### src/rtl/ahblite_pkg.sv
// Shared AHB-Lite encodings and types for the slave multiplexer and its default slave.
package ahblite_pkg;

   localparam logic [1:0] HTRANS_IDLE   = 2'b00;
   localparam logic [1:0] HTRANS_BUSY   = 2'b01;
   localparam logic [1:0] HTRANS_NONSEQ = 2'b10;
   localparam logic [1:0] HTRANS_SEQ    = 2'b11;

   localparam logic HRESP_OKAY  = 1'b0;
   localparam logic HRESP_ERROR = 1'b1;

   localparam int NUM_PORTS = 5;

   typedef enum logic [1:0] {
      DS_IDLE = 2'b00,
      DS_ERR1 = 2'b01,
      DS_ERR2 = 2'b10
   } ds_state_e;

endpackage

### src/rtl/ahblite_default_slave.sv
// Default slave: answers unmapped NONSEQ/SEQ transfers with the two-cycle AHB ERROR response.
module ahblite_default_slave
   import ahblite_pkg::*;
(
   input  logic HCLK,
   input  logic HRESET,
   input  logic HREADY,
   input  logic sel_default,
   output logic HREADYOUT,
   output logic HRESP
);

   ds_state_e state, state_nxt;

   always_ff @(posedge HCLK or posedge HRESET) begin
      if (HRESET) state <= DS_IDLE;
      else        state <= state_nxt;
   end

   // ERR1 is the wait cycle, ERR2 completes; a new unmapped capture in ERR2 restarts at ERR1.
   always_comb begin
      state_nxt = state;
      HREADYOUT = 1'b1;
      HRESP     = HRESP_OKAY;
      case (state)
         DS_IDLE: begin
            if (HREADY && sel_default) state_nxt = DS_ERR1;
         end
         DS_ERR1: begin
            HREADYOUT = 1'b0;
            HRESP     = HRESP_ERROR;
            state_nxt = DS_ERR2;
         end
         DS_ERR2: begin
            HRESP     = HRESP_ERROR;
            state_nxt = (HREADY && sel_default) ? DS_ERR1 : DS_IDLE;
         end
         default: state_nxt = DS_IDLE;
      endcase
   end

endmodule

### src/rtl/ahblite_slave_mux.sv
// AHB-Lite slave-to-master response multiplexer with address-phase select capture and default slave.
module ahblite_slave_mux
   import ahblite_pkg::*;
#(
   parameter bit Port0_en = 1'b1,
   parameter bit Port1_en = 1'b1,
   parameter bit Port2_en = 1'b0,
   parameter bit Port3_en = 1'b1,
   parameter bit Port4_en = 1'b0
) (
   input  logic        HCLK,
   input  logic        HRESET,
   input  logic        P0_HSEL,
   input  logic        P1_HSEL,
   input  logic        P2_HSEL,
   input  logic        P3_HSEL,
   input  logic        P4_HSEL,
   input  logic [1:0]  HTRANS,
   input  logic        P0_HREADYOUT,
   input  logic        P1_HREADYOUT,
   input  logic        P2_HREADYOUT,
   input  logic        P3_HREADYOUT,
   input  logic        P4_HREADYOUT,
   input  logic        P0_HRESP,
   input  logic        P1_HRESP,
   input  logic        P2_HRESP,
   input  logic        P3_HRESP,
   input  logic        P4_HRESP,
   input  logic [31:0] P0_HRDATA,
   input  logic [31:0] P1_HRDATA,
   input  logic [31:0] P2_HRDATA,
   input  logic [31:0] P3_HRDATA,
   input  logic [31:0] P4_HRDATA,
   output logic        HREADY,
   output logic        HRESP,
   output logic [31:0] HRDATA
);

   logic [NUM_PORTS-1:0] hsel_g;
   logic [NUM_PORTS-1:0] ready_v;
   logic [NUM_PORTS-1:0] resp_v;
   logic [31:0]          rdata_v [NUM_PORTS];
   logic [NUM_PORTS:0]   dsel, dsel_nxt;
   logic                 found;
   logic                 ds_ready, ds_resp;

   assign hsel_g  = {P4_HSEL & Port4_en, P3_HSEL & Port3_en, P2_HSEL & Port2_en,
                     P1_HSEL & Port1_en, P0_HSEL & Port0_en};
   assign ready_v = {P4_HREADYOUT, P3_HREADYOUT, P2_HREADYOUT, P1_HREADYOUT, P0_HREADYOUT};
   assign resp_v  = {P4_HRESP, P3_HRESP, P2_HRESP, P1_HRESP, P0_HRESP};
   assign rdata_v[0] = P0_HRDATA;
   assign rdata_v[1] = P1_HRDATA;
   assign rdata_v[2] = P2_HRDATA;
   assign rdata_v[3] = P3_HRDATA;
   assign rdata_v[4] = P4_HRDATA;

   // Lowest gated select wins; the default slave only claims active (NONSEQ/SEQ) transfers.
   always_comb begin
      dsel_nxt = '0;
      found    = 1'b0;
      for (int n = 0; n < NUM_PORTS; n++) begin
         if (hsel_g[n] && !found) begin
            dsel_nxt[n] = 1'b1;
            found       = 1'b1;
         end
      end
      if (!found && HTRANS[1]) dsel_nxt[NUM_PORTS] = 1'b1;
   end

   always_ff @(posedge HCLK or posedge HRESET) begin
      if (HRESET)      dsel <= '0;
      else if (HREADY) dsel <= dsel_nxt;
   end

   ahblite_default_slave u_default_slave (
      .HCLK        (HCLK),
      .HRESET      (HRESET),
      .HREADY      (HREADY),
      .sel_default (dsel_nxt[NUM_PORTS]),
      .HREADYOUT   (ds_ready),
      .HRESP       (ds_resp)
   );

   // Data-phase return path; an empty select completes with a zero-wait OKAY.
   always_comb begin
      HREADY = 1'b1;
      HRESP  = HRESP_OKAY;
      HRDATA = '0;
      for (int n = 0; n < NUM_PORTS; n++) begin
         if (dsel[n]) begin
            HREADY = ready_v[n];
            HRESP  = resp_v[n];
            HRDATA = rdata_v[n];
         end
      end
      if (dsel[NUM_PORTS]) begin
         HREADY = ds_ready;
         HRESP  = ds_resp;
      end
   end

endmodule

### config.mk
export PLATFORM = sky130hd
export DESIGN_NAME = ahblite_slave_mux
export DESIGN_NICKNAME = d
export VERILOG_FILES = /design/src/rtl/ahblite_pkg.sv /design/src/rtl/ahblite_default_slave.sv /design/src/rtl/ahblite_slave_mux.sv
export SDC_FILE = /design/constraint.sdc
export NUM_CORES = 1
export LEC_CHECK = 0
export CAP_MARGIN = 5
export CORE_AREA = 3 3 82 84
export CTS_CLUSTER_SIZE = 16
export DETAILED_ROUTE_END_ITERATION = 7
export DIE_AREA = 0 0 85 87
export GPL_TIMING_DRIVEN = 1
export PLACE_DENSITY = 0.77
export SYNTH_ARGS = -nofsm -noshare
export SYNTH_HDL_FRONTEND = slang
export SYNTH_SLANG_ARGS = --single-unit
export TNS_END_PERCENT = 50
### constraint.sdc
create_clock -name HCLK -period 3.07 [get_ports HCLK]
set_input_delay 0.921 -clock HCLK [delete_from_list [all_inputs] [get_ports HCLK]]
set_output_delay 0.921 -clock HCLK [all_outputs]
set_load 0.05 [all_outputs]
## Word-level counts from Yosys, hierarchy flattened

Cells that the tools add are included.

| cells by class | value |
|---|---|
| reduce and logical (&&, ||, !) cells | 9 |
| multiplexer cells | 22 |
| equal/unequal tests | 3 |

Operators by type and width:

| operator | number |
|---|---|
| $mux 32 | 3 |
| $mux 1 | 17 |
| $pmux 2 s3 | 1 |
| $logic_and 1x1->1 | 4 |
| $logic_not 1->1 | 3 |
| $eq 2x1->1 const B | 1 |
| $eq 2x2->1 const B | 1 |
| $logic_not 2->1 | 1 |
| $mux 2 | 1 |
| $ne 2x1->1 const B | 1 |
| $reduce_or 2->1 | 1 |

| word-level totals | value |
|---|---|
| bits of input ports | 179 |
| flip-flop bits (word level) | 6 |
| word-level logic and storage cells | 36 |

## Depth between registers and ports, before layout

| depth | value |
|---|---|
| depth after elaboration | 13 |
| mapped depth | 6 |
| gate-level depth less buffers | 5 |

## Hierarchy

From an unflattened synthesis, not the netlist that was laid out.

| second synthesis, totals | value |
|---|---|
| cell total of the unflattened synthesis | 154 |
| area total of the unflattened synthesis | 1022.2 µm² |

By module, submodules not included:

| module | seq. area each (µm²) | cells an instance | instances | area each (µm²) |
|---|---|---|---|---|
| ahblite_slave_mux | 100.1 | 137 | 1 | 842.1 |
| ahblite_default_slave | 50.0 | 17 | 1 | 180.2 |

## Least setup slack after synthesis

No wires, ideal clock.

| timing path | value |
|---|---|
| path kind | register -> output |
| from | reg dsel[1] |
| to | out HRDATA[10] |
| arrival | 2.185 ns |
| data required time | 2.149 ns |
| cell stages (with the launch flop) | 7 |
| setup slack | -0.036 ns |
| path through | dfrtp_1 buf_6 nor2b_1 buf_2 clkbuf_1 a22oi_1 o21ai_0 |

| between the ends | value |
|---|---|
| longest elaborated chain between the ends | 2 |

RTL lines:

| item | RTL line | RTL |
|---|---|---|
| start: declaration | ahblite_slave_mux.sv:43 | `logic [NUM_PORTS:0] dsel, dsel_nxt;` |
| start signal: assignment | ahblite_slave_mux.sv:72 | `else if (HREADY) dsel <= dsel_nxt;` |
| $mux 32 (2 in series) | ahblite_slave_mux.sv:90 | `if (dsel[n]) begin` |
| end: declaration | ahblite_slave_mux.sv:36 | `output logic [31:0] HRDATA` |

Every way passes these cells.

## Final worst setup path

| timing path | value |
|---|---|
| from | in P1_HRDATA[0] |
| to | out HRDATA[0] |

| between the ends | value |
|---|---|
| longest elaborated chain between the ends | 2 |

RTL lines:

| item | RTL line | RTL |
|---|---|---|
| start: declaration | ahblite_slave_mux.sv:30 | `input logic [31:0] P1_HRDATA,` |
| $mux 32 (2 in series) | ahblite_slave_mux.sv:90 |  |

Every way passes these cells.

==> results <==
- The flow ran to the end, and the final reports show no timing, DRC or antenna violations.
- In the global route stage, overall resource usage came out at 13.5%.
- Timing analysis after detailed placement gives a worst setup slack of 0.0496 ns.
- The post-detailed-route via-to-cell ratio is 4.70.
- In this run the remaining antenna-violating nets after routing total 0.
- The overall die area is 7400 um2.
- In this run the count of I/O pins placed on the die edge is 213.
- In this design, the largest share of critical-path delay is due to buffers and inverters.
- The biggest area contributor in the post-synthesis netlist is a22oi_1.
- The worst path uses 96.3% of the clock period.
- The fraction of met3 tracks used by global routing is 3.60%.
- For the final routed database, the setup TNS stands at 0 ns.
- In this run, placement finished with an instance count of 361.
- In this run the most used layer during global routing was met2.
- The standard cell with the maximum stage delay on the critical path is clkdlybuf4s50_1.
- After synthesis, the most frequently instantiated cells are 35 x nand2_1, 32 x a22oi_1, 32 x o21ai_0.
- In this run the worst hold path is classified as flip-flop to flip-flop.
- Dividing the detail-routed wire length by the instance count gives 14.5 um.
- The mean area per synthesized cell is 6.93 um2.
- For this run, the post-layout net count is 476.
- Measured against its own limit, the worst slew margin works out to 59.3%.
- Wires add up to 5.31 mm.
- The worst setup path is launched from an input pin.
- Setup slack on the critical path of the routed design comes to 0.115 ns.
- For this run, the top clock speed supported by timing is 0.338 GHz.
- The first TritonRoute pass finished after 6 iterations.
- The area share of the largest cell type after synthesis is 22.6%.
- The detailed router finished its first iteration with 62 violations.
- The number of antenna diodes in the final layout is 0.
- In the global route stage, met1 resource usage came out at 14.9%.
- The number of distinct library cells after synthesis is 26.
- Yosys attributes the largest share of cell area to a22oi_1 23%, o21ai_0 15%, dfrtp_1 14%, nand2_1 12%, ha_1 5.9%.
- The first global-routing pass estimated 8.17 mm of wire.
- Setup repair after global routing left no endpoint under its margin.
- Global routing used 25.3% of the available met2 tracks.
- On the worst path, the slowest cell contributes a delay of 0.49 ns.
- The worst clock skew on the final layout is 0.00497 ns.
- Summed over all nets, the half-perimeter wirelength after detailed placement is 4.37 mm.
- The area growth from synthesis to layout is 178%.
- The power density normalized to cell area is 866 nW/um2.
- The initial core utilization is 17.7%.
- Once placement finished, the instance area stood at 2890 um2.
- The capturing element type of the critical path is a primary output.
- TritonCTS built the clock tree.
- The total non-filler cell area in the finished layout is 2950 um2.
- The number of port buffers is 141.
- Counting flops with a built-in enable in the synthesized netlist gives 0.
- The cell sitting at the root of the clock tree is a clkbuf_8.
- The worst-case clock buffer depth is 2.
- The final number of setup-violating endpoints is 0.
- The filler cell count in the final layout is 542.
- Entering global routing, the biggest net connects 38 pins.
- TritonCTS created 3 clock buffers.
- The maximum vdd drop is 0.000569 V.
- The transition time at the pin with the least slew margin is 0.610 ns.
- For this run, design rule violations remaining after detail routing come to 0.
- The share of synthesized registers carrying an async set or reset is 100%.
- At the end of routability-driven placement, the weighted congestion stood at 0.758.
- At the worst endpoint, the required time is 2.15 ns.
- After clock tree synthesis, the clock-pin slew on the worst setup and hold paths is 0.03 ns.
- Hold timing on the final database bottoms out at a slack of 0.550 ns.
- At the worst endpoint, the arrival time is 2.03 ns.
- The overall via count from detail_route is 1719.
- The initial antenna violation count is 0.
- The critical path in this run is classified as input pin to primary output.
- The number of global-route vias before repair came to 1760.
- In this run the horizontal extent of the chip is 85 um.
- The primary flip-flop cell chosen by synthesis mapping is dfrtp_1.
- The post-layout minimum cycle time is 2.96 ns.
- Walking the worst path, the cells encountered are clkdlybuf4s50_1 -> a22oi_1 -> o21ai_0 -> buf_12.
- The share of the yosys chip area belonging to registers is 14.2%.
- The hold violation total from the final report came to 0.
- When the netlist entered floorplanning its net count stood at 337.
- The global route total overflow is 0.
- Clock tree synthesis found a total of 6 sinks.
- The die is 87 um tall.
- The number of buffers and inverters on the critical path is 2.
- Summing every instance area after synthesis gives 1060 um2.
- The number of synthesis warnings is 0.
- In this run the worst path has a maximum fanout of 1.
- The row count is 28.
- Synthesis produced 153 cells.
- The share of layout cells above drive strength 1 is 19.6%.
- The finished layout holds 366 standard cells, fillers aside.
- The max-slew violation count is 0.
- In this run the number of H-tree levels came out at 1.
- The later-pin clock latency in the skew report is 0.23 ns.
- In the post-synthesis netlist, the cell with the most instances is nand2_1.
- The register bit count reported by yosys is 6.
- The static leakage is 1.17 nW.
- The standard cell core area is 5990 um2.
- Max-cap violations in this run came to 0.
==> kinds of logic after synthesis <==
logic type      count (synthesis)  synth area share, %
compound gates                 71                 43.9
fa+ha+maj                       5                 5.90
buf+inv                        20                 8.61
flops                           6                 14.2
mux                             4                 5.31
simple gates                   47                 22.2
==> worst paths after layout <==
kind / startpoint / end / slack [ns] / cells past startpoint
hold / removal: dsel[0] / dsel[0] / 0.55 / 1
max in group asynchronous: HRESET / dsel[3] / 1.96 / 2
min in group asynchronous: HRESET / u_default_slave.state[1] / 0.91 / 2
hold reg to reg: dsel[0] / dsel[0] / 0.55 / 1
setup / recovery: P1_HRDATA[0] / HRDATA[0] / 0.11 / 4
setup reg to reg: dsel[1] / dsel[0] / 1.07 / 7
==> power by group <==
part	total, mW	switching [mW]	leakage [nW]	internal, mW
sequential	0.151	0.0464	0.0772	0.104
combinational	2.28	1.20	1.07	1.07
clock	0.126	0.0368	0.0228	0.0895
==> layer usage <==
| metal | up-vias | wire length, um |
|---|---|---|
| met3 | 8 | 587 |
| met5 | - | 0 |
| li1 | 840 | - |
| met4 | 0 | 123 |
| met1 | 757 | 1940 |
| met2 | 114 | 2650 |
==> flip-flops by register name, indices dropped and copies added (netlist names) <==
register	cells
u_default_slave.state	2
dsel	4
==> cells in the final DEF, fill, tap and decap left out, drive strengths merged <==
cell,Yosys,routed
clkdlybuf4s50,0,106
buf,3,43
nand2,35,35
a22oi,32,32
o21ai,32,32
dfrtp,6,6
ha,5,5
inv,4,4
mux2,4,4
clkbuf,13,4
nor3b,3,3
nor2b,3,3
a31oi,2,2
o31ai,2,2
and2b,1,1
a21oi,1,1
and2,1,1
nor4b,1,1
and3b,1,1
and3,1,1
a221o,1,1
nand3,1,1
a221oi,1,1
dlymetal6s2s,0,1
==> repair_timing <==
item | 4_1_cts | 5_1_grt
hold buffers | 0 | 0
resized for setup | 0 | 2
endpoints found under the setup margin | 0 | 1
hold endpoints to repair | 0 | 0
setup buffers | 0 | 1
==> worst register-to-register path, delay by kind of cell, from the launching register on <==
family	cells	cell delay, ns
and+or+nand+nor	2	0.48
AOI/OAI and AO/OA	1	0.24
buffers and inverters	3	0.50
DFF	1	0.37
muxes	1	0.29
==> metrics by stage <==
| stage | utilization [%] | power, mW |
|---|---|---|
| 2_1_floorplan | - | 1.29 |
| 3_3_place_gp | 48.3 | 2.42 |
| 3_5_place_dp | 48.3 | 2.44 |
| 4_1_cts | 49.1 | 2.57 |
| 5_1_grt | 49.2 | 2.68 |
| 6_report | 49.2 | 2.55 |
==> cell type report <==
cell class	count	area, um2	area share (%)
Tap cell	75	93.8	3.18
Clock buffer	4	45.0	1.53
Multi-Input combinational cell	127	823	27.9
Timing Repair Buffer	150	1820	61.7
Inverter	4	15.0	0.509
Sequential cell	6	151	5.13
No activity file was read; power rests on OpenSTA's default activity.
